**config.mk**
```make
export PLATFORM = sky130hd
export DESIGN_NAME = uart_tx_fifo
export DESIGN_NICKNAME = d
export VERILOG_FILES = /design/src/rtl/uart_tx_fifo.sv
export SDC_FILE = /design/constraint.sdc
export NUM_CORES = 1
export LEC_CHECK = 0
export BUFFER_PORTS_ARGS = -buffer_cell sky130_fd_sc_hd__buf_4
export CAP_MARGIN = 25
export CORE_MARGIN = 1
export CORE_UTILIZATION = 38
export CTS_CLUSTER_DIAMETER = 150
export DETAILED_ROUTE_END_ITERATION = 7
export GPL_ROUTABILITY_DRIVEN = 0
export GPL_TIMING_DRIVEN = 0
export SYNTH_ARGS = -nofsm -noshare
export SYNTH_HDL_FRONTEND = slang
export SYNTH_SLANG_ARGS = --single-unit
```
**constraint.sdc**
```tcl
create_clock -name clk -period 3.6 [get_ports clk]
set_clock_uncertainty 0.15 [all_clocks]
set_input_delay 0.36 -clock clk [delete_from_list [all_inputs] [get_ports clk]]
set_output_delay 0.36 -clock clk [all_outputs]
set_load 0.01 [all_outputs]
```
**src/rtl/uart_tx_fifo.sv**
```systemverilog
// Parametrised UART transmitter with a small input FIFO.
// Words are accepted on a ready/valid handshake, queued, and sent as
// start / data (LSB first) / optional parity / stop frames, back-to-back
// while the queue is non-empty.
module uart_tx_fifo #(
  parameter int CLKS_PER_BIT = 5208,
  parameter int DATA_BITS    = 8,
  parameter int PARITY_MODE  = 0,
  parameter int STOP_BITS    = 1,
  parameter int FIFO_DEPTH   = 4
) (
  input  logic                          clk,
  input  logic                          rst_n,
  input  logic [DATA_BITS-1:0]          tx_data,
  input  logic                          tx_valid,
  output logic                          tx_ready,
  output logic                          tx_out,
  output logic                          tx_busy,
  output logic                          tx_done,
  output logic [$clog2(FIFO_DEPTH):0]   fifo_count
);

  localparam int PTR_W  = $clog2(FIFO_DEPTH);
  localparam int CNT_W  = PTR_W + 1;
  localparam int BAUD_W = $clog2(STOP_BITS * CLKS_PER_BIT) + 1;
  localparam int BIT_W  = $clog2(DATA_BITS);

  // Mode 3 is folded into "no parity".
  localparam bit PAR_EN  = (PARITY_MODE == 1) || (PARITY_MODE == 2);
  localparam bit PAR_ODD = (PARITY_MODE == 1);

  localparam logic [BAUD_W-1:0] BIT_LAST  = BAUD_W'(CLKS_PER_BIT - 1);
  localparam logic [BAUD_W-1:0] STOP_LAST = BAUD_W'(STOP_BITS * CLKS_PER_BIT - 1);
  localparam logic [BIT_W-1:0]  DATA_LAST = BIT_W'(DATA_BITS - 1);
  localparam logic [CNT_W-1:0]  FULL_CNT  = CNT_W'(FIFO_DEPTH);

  localparam logic [2:0] S_IDLE   = 3'd0;
  localparam logic [2:0] S_START  = 3'd1;
  localparam logic [2:0] S_DATA   = 3'd2;
  localparam logic [2:0] S_PARITY = 3'd3;
  localparam logic [2:0] S_STOP   = 3'd4;

  logic [DATA_BITS-1:0] r_mem [FIFO_DEPTH];
  logic [PTR_W-1:0]     r_wr_ptr;
  logic [PTR_W-1:0]     r_rd_ptr;
  logic [CNT_W-1:0]     r_count;

  logic [2:0]           r_state;
  logic [BAUD_W-1:0]    r_baud;
  logic [BIT_W-1:0]     r_bit_idx;
  logic [DATA_BITS-1:0] r_shift;
  logic                 r_parity;

  logic                 r_tx_out;
  logic                 r_tx_busy;
  logic                 r_tx_done;

  logic                 w_push;
  logic                 w_pop;
  logic                 w_bit_end;
  logic                 w_stop_end;
  logic                 w_line;

  // NOTE: ready comes only from the registered count, so a pop on the same
  // edge never frees a slot early and there is no path from tx_valid.
  assign tx_ready   = (r_count != FULL_CNT);
  assign w_push     = tx_valid && tx_ready;
  assign w_bit_end  = (r_baud == BIT_LAST);
  assign w_stop_end = (r_state == S_STOP) && (r_baud == STOP_LAST);
  assign w_pop      = (r_count != '0) && ((r_state == S_IDLE) || w_stop_end);

  assign tx_out     = r_tx_out;
  assign tx_busy    = r_tx_busy;
  assign tx_done    = r_tx_done;
  assign fifo_count = r_count;

  // FIFO storage write.
  // NOTE: the storage array has no reset; only pointers and count carry
  // validity, so clearing them is enough to discard queued words.
  always_ff @(posedge clk) begin
    if (w_push) r_mem[r_wr_ptr] <= tx_data;
  end

  // FIFO pointers and occupancy; pointers wrap naturally (power-of-2 depth).
  always_ff @(posedge clk or negedge rst_n) begin
    if (!rst_n) begin
      r_wr_ptr <= '0;
      r_rd_ptr <= '0;
      r_count  <= '0;
    end else begin
      if (w_push) r_wr_ptr <= r_wr_ptr + PTR_W'(1);
      if (w_pop)  r_rd_ptr <= r_rd_ptr + PTR_W'(1);
      if (w_push && !w_pop)      r_count <= r_count + CNT_W'(1);
      else if (w_pop && !w_push) r_count <= r_count - CNT_W'(1);
    end
  end

  // Freeze the popped word and its parity for the whole frame.
  always_ff @(posedge clk or negedge rst_n) begin
    if (!rst_n) begin
      r_shift  <= '0;
      r_parity <= 1'b0;
    end else if (w_pop) begin
      r_shift  <= r_mem[r_rd_ptr];
      r_parity <= PAR_ODD ^ (^r_mem[r_rd_ptr]);
    end else if ((r_state == S_DATA) && w_bit_end && (r_bit_idx != DATA_LAST)) begin
      r_shift  <= {1'b0, r_shift[DATA_BITS-1:1]};
    end
  end

  // Frame sequencer: state, baud counter and data-bit index.
  always_ff @(posedge clk or negedge rst_n) begin
    if (!rst_n) begin
      r_state   <= S_IDLE;
      r_baud    <= '0;
      r_bit_idx <= '0;
    end else begin
      case (r_state)
        S_IDLE: begin
          r_baud <= '0;
          if (w_pop) r_state <= S_START;
        end
        S_START: begin
          if (w_bit_end) begin
            r_baud    <= '0;
            r_bit_idx <= '0;
            r_state   <= S_DATA;
          end else begin
            r_baud <= r_baud + BAUD_W'(1);
          end
        end
        S_DATA: begin
          if (w_bit_end) begin
            r_baud <= '0;
            if (r_bit_idx == DATA_LAST) r_state <= PAR_EN ? S_PARITY : S_STOP;
            else                        r_bit_idx <= r_bit_idx + BIT_W'(1);
          end else begin
            r_baud <= r_baud + BAUD_W'(1);
          end
        end
        S_PARITY: begin
          if (w_bit_end) begin
            r_baud  <= '0;
            r_state <= S_STOP;
          end else begin
            r_baud <= r_baud + BAUD_W'(1);
          end
        end
        S_STOP: begin
          if (w_stop_end) begin
            r_baud  <= '0;
            r_state <= w_pop ? S_START : S_IDLE;
          end else begin
            r_baud <= r_baud + BAUD_W'(1);
          end
        end
        default: begin
          r_baud  <= '0;
          r_state <= S_IDLE;
        end
      endcase
    end
  end

  // Line level implied by the current sequencer state.
  // NOTE: default assignment first so no path leaves w_line unassigned (no latch).
  always_comb begin
    w_line = 1'b1;
    case (r_state)
      S_START:  w_line = 1'b0;
      S_DATA:   w_line = r_shift[0];
      S_PARITY: w_line = r_parity;
      default:  w_line = 1'b1;
    endcase
  end

  // Registered outputs so the pin never sees decode glitches.
  always_ff @(posedge clk or negedge rst_n) begin
    if (!rst_n) begin
      r_tx_out  <= 1'b1;
      r_tx_busy <= 1'b0;
      r_tx_done <= 1'b0;
    end else begin
      r_tx_out  <= w_line;
      r_tx_busy <= (r_state != S_IDLE);
      r_tx_done <= w_stop_end;
    end
  end

endmodule

```
---- After elaboration in Yosys (flattened, before gate mapping) ----
Memories as Yosys holds them, arrays and structs flattened.
Index checks and enable logic that the tools add are counted.
word-level totals
  output and inout bits ................... 7
  memory bits (writable) .................. 32
  logic and storage cells ................. 75
  bits in registers ....................... 39
  memories kept ........................... 1
cells by class
  equal/unequal tests ..................... 15
  $add $sub $neg .......................... 6
  reduce and logical (&&, ||, !) cells .... 20
  multiplexer cells ....................... 22
memories
  name   words  bits a word  rd ports  clocked after memory_dff  write ports  RTL line  source
  r_mem  4      8            1         0                         1            43        logic [DATA_BITS-1:0] r_mem [FIFO_DEPTH];
operators by type and width
  kind                                                               count
  3-bit 2-to-1 mux                                                   11
  14-bit 2-to-1 mux                                                  2
  14-bit case mux with 2 select lines                                1
  8-bit 2-to-1 mux                                                   2
  3-bit case mux with 5 select lines                                 1
  14-bit by 1-bit adder with 14-bit output, second input constant    1
  14-bit by 13-bit == test with 1-bit output, second input constant  1
  2-bit inequality test, second input constant                       6
  8-bit parity                                                       1
  1-bit logical AND                                                  7
  3-bit by 1-bit adder with 3-bit output, second input constant      2
  3-bit by 2-bit == test with 1-bit output, second input constant    2
  3-bit == test, second input constant                               2
  3-bit inequality test, second input constant                       2
  3-bit case mux with 2 select lines                                 1
  6-bit AND reduction                                                1
  2-bit nonzero test                                                 3
  3-bit nonzero test                                                 2
  2-bit by 1-bit adder with 2-bit output, second input constant      2
  4-bit AND reduction                                                1
  3-bit by 1-bit == test with 1-bit output, second input constant    1
  3-bit zero test                                                    1
  1-bit 2-to-1 mux                                                   3
  1-bit case mux with 3 select lines                                 1
  5 further kinds                                                    6

---- Longest topological paths before layout ----
  depth after elaboration ................. 7
  gate-level depth with buffers ........... 12
  depth with buffers taken out ............ 11

---- Least setup slack after synthesis ----
OpenSTA, ideal clock, no wires.
  kind .................................... register to register
  from .................................... register r_baud[0]
  to ...................................... register r_count[1], in the netlist fifo_count[1]
  data required time ...................... 3.325 ns
  path buffers ............................ 1
  data arrival time ....................... 2.378 ns
  slack ................................... 0.948 ns
  library setup time ...................... 0.125 ns
  stages on the path, launching flop included .. 11
  path through ............................ dfrtp_1 ha_1 and4b_1 nand4_4 a21oi_1 clkbuf_1 inv_1 ha_1 inv_1 fa_1 mux2_2
on the way
  word-level cells in the longest chain between the ends .. 7
ends and longest elaborated chain
  what                                                    RTL line  source
  start: declaration                                      49        logic [BAUD_W-1:0] r_baud;
  start signal: assignment                                129       r_baud <= r_baud + BAUD_W'(1);
  start signal: assignment                                138       r_baud <= r_baud + BAUD_W'(1);
  start signal: assignment                                146       r_baud <= r_baud + BAUD_W'(1);
  14-bit by 13-bit == test with 1-bit output *            69        assign w_stop_end = (r_state == S_STOP) && (r_baud == STOP_LAST);
  1-bit logical AND *                                     69
  1-bit logical OR *                                      70        assign w_pop = (r_count != '0) && ((r_state == S_IDLE) || w_stop_end);
  1-bit logical AND *                                     70
  1-bit zero test                                         93        if (w_push && !w_pop) r_count <= r_count + CNT_W'(1);
  1-bit logical AND                                       93
  3-bit 2-to-1 mux or 2-bit nonzero test (tied branches)  -
  end signal: assignment                                  93
  end signal: assignment                                  94        else if (w_pop && !w_push) r_count <= r_count - CNT_W'(1);
  end: declaration                                        46        logic [CNT_W-1:0] r_count;
Mark *: on every way between the ends. The rest lies on a longest branch, timed or not.
A chain may end at the register's enable or synchronous reset.

---- Final worst setup path ----
Same ends and word-level chain as after synthesis.

==> results.yml <==
sta:
  rsz0062_at_grt: "no"
  hold_violations: 0
  slew_headroom_pct: 62.6
  worstMarginPinSlew_ps: 561
  whs_ps: 56.5
  clock.fmax_mhz: 335
  finalCritPeriodShare_pct: 83.0
  finalSetupViolCount: 0
  maxSlewViolCount: 0
  fin_setup_tns_ps: 0
  period_minus_slack_ps: 2990
  fin_ws_ps: 611
final_layout:
  final_common_cell: "dfrtp_1"
  area_growth_syn_to_layout_pct: 14.3
  final_cell_mix: "dfrtp_1, edfxtp_1, nor2_1, nand2_1, buf_4"
  finalNonFillerCells: 370
  drive_above_1_share_pct: 20.1
  fill_cells: 739
  fin_nets: 283
  postLayoutCoreUtil_pct: 45.8
  insertedDiodeCount: 0
synthesis:
  synth_area_um2: 3140
  avgSynthCellArea_um2: 13.4
  synthArstFlopShare_pct: 54.9
  ys_dominant_reg_cell: "dfrtp_1"
  ys_types: 41
  yosys_warnings: 0
  synth-seq-cells: 71
  synth_edf_count: 32
  yosysSeqAreaShare_pct: 61.7
  syn_inst: 234
  synth_nets: 254
setup_path:
  cp.arrival_ps: 3070
  regToRegEndpoint: "fifo_count[1]"
  startpoint: "r_baud[0]"
  cp_max_fo: 10
  worstSetupPathType: "flop to flop"
  r2r_start: "r_baud[0]"
  worstPathRequired_ps: 3680
  worstSetupStartpointType: "flop"
  end_kind: "flop"
  ff2ff_path_depth: 10
  r2r_slack_ps: 610
grt:
  antenna_found_initial: 0
  gr-total-overflow: 0
  grt_pass1_vias: 1839
  grt_pass1_wl_um: 8890
  met3_usage_pct: 4.27
  top_usage_layer: "met2"
  met2_usage_pct: 21.4
  grt_max_degree: 40
  grt_usage_pct: 14.0
  gr-usage-met1_pct: 18.1
clocking:
  clk_latency_ps: 350
  tritoncts: "yes"
  clkTransAtPathRegs_ps: 90
  h-tree-depth: 3
  cts_max_path_buffers: 2
  cts-buffers-inserted: 9
  cts_root_buf: "clkbuf_8"
  cts_sinks: 71
detailed_routing:
  drtIter0Drc: 58
  via_count: 1787
  antenna_left: 0
  dr.pass1.iters: 4
  drc: 0
  drt_wl_total_um: 5080
  wl_per_cell_um: 13.7
  viasPerCell: 4.83
floorplanning:
  pin_count: 18
  initial_utilization_pct: 40.0
  die_h_um: 92.9
  die_w_um: 92.9
  coreArea_um2: 7850
  die_area_um2: 8640
  rows: 32
placed_design:
  place_ws_ps: 558
  dp_hpwl_um: 3410
  portBuffers: 17
  placed_cells: 353
job:
  maxCapViolCount: 0
worst_hold_path:
  holdCritStartpoint: "tx_data[2]"
  worstHoldEndpoint: "r_mem[0][2]"
  hp-class: "input pin to flop"
  worstHoldPathCells: 1
power_and_ir_drop:
  power_density_nw_per_um2: 532
  ir_drop_uv: 275
  leakage_nw: 1.47
outcome:
  status: "finished, final reports clean"
-- what timing repair did --
item	CTS	global route
gates resized for setup	0	0
buffers inserted	0	0
endpoints found under the hold margin	38	0
hold buffers	1	0
-- worst max path at each step --
stage,endpoint,cells after the start
after CTS,fifo_count[1],10
after global placement,fifo_count[1],10
after floorplan,fifo_count[1],10
after global routing,fifo_count[1],10
final,fifo_count[1],10
after detailed placement,fifo_count[1],10
-- power breakdown --
part | switching, W | leakage [nW] | internal, W
Combinational | 0.000161 | 0.609 | 0.000143
Sequential | 0.0000553 | 0.777 | 0.000957
Clock | 0.000332 | 0.0888 | 0.000263
Total | 0.000549 | 1.47 | 0.00136
-- cells by family after synthesis --
logic type	count (synthesis)	share of synthesized area, %
buf+inv	18	2.83
flops	71	61.7
mux	15	8.00
fa+ha+maj	9	3.82
xor+xnor	25	6.97
simple gates	75	12.9
compound gates	21	3.78
-- worst max-delay path: stages (launching register included) --
cell and delay (ps):
dfrtp_1 390, ha_1 210, and4b_1 270, nand4_4 180, a21oi_1 220, clkbuf_1 350
inv_1 150, ha_1 230, inv_1 70, fa_1 400, mux2_2 270
-- per-stage QoR --
| step | cell area, um^2 | power, W |
|---|---|---|
| 5_1_grt | 3590 | 0.00201 |
| 2_1_floorplan | 3140 | 0.00122 |
| 6_report | 3590 | 0.00191 |
| 4_1_cts | 3590 | 0.00194 |
| 3_3_place_gp | 3400 | 0.00133 |
| 3_5_place_dp | 3400 | 0.00134 |
-- per-layer routing --
layer  up-vias  share of wire (%)
li1        887                  -
met1       863                 49
met2        30                 45
met3         7                3.9
met4         0                1.7
met5         -                  0
-- synth_stat cells, types with 2 or more instances --
cell type   n  area, um^2
a21oi_1     3        15.0
a22oi_1     2        15.0
and3_1      8        50.1
buf_2       2        10.0
clkbuf_1    6        22.5
dfrtp_1    38         951
edfxtp_1   32         961
ha_1        8         100
inv_1       8        30.0
mux2i_1     6        60.1
mux4_2      8         180
nand2_1    20        75.1
nand3_1     8        40.0
nand4_1     2        12.5
nor2_1     23        86.3
o21ai_0    12        60.1
xnor2_1    16         140
xor2_1      9        78.8
-- registers in the layout (all words and copies together) (netlist names) --
signal      flops
r_state         3
tx_out          1
r_wr_ptr        2
tx_busy         1
tx_done         1
r_bit_idx       3
r_parity        1
r_baud         14
r_rd_ptr        2
r_mem          32
fifo_count      3
r_shift         8
-- cell type report --
type / instances / area [um^2] / area share [%]
flip-flops and latches: 71 / 1940 / 54.0
repair buffers: 18 / 138 / 3.83
clock inverters: 7 / 61.3 / 1.71
inverters: 8 / 30.0 / 0.836
multi-input cells: 145 / 1110 / 31.0
plain buffers: 10 / 58.8 / 1.64
well taps: 102 / 128 / 3.55
clock buffers: 9 / 124 / 3.45
Note: power is estimated with default switching activity, not from simulation.
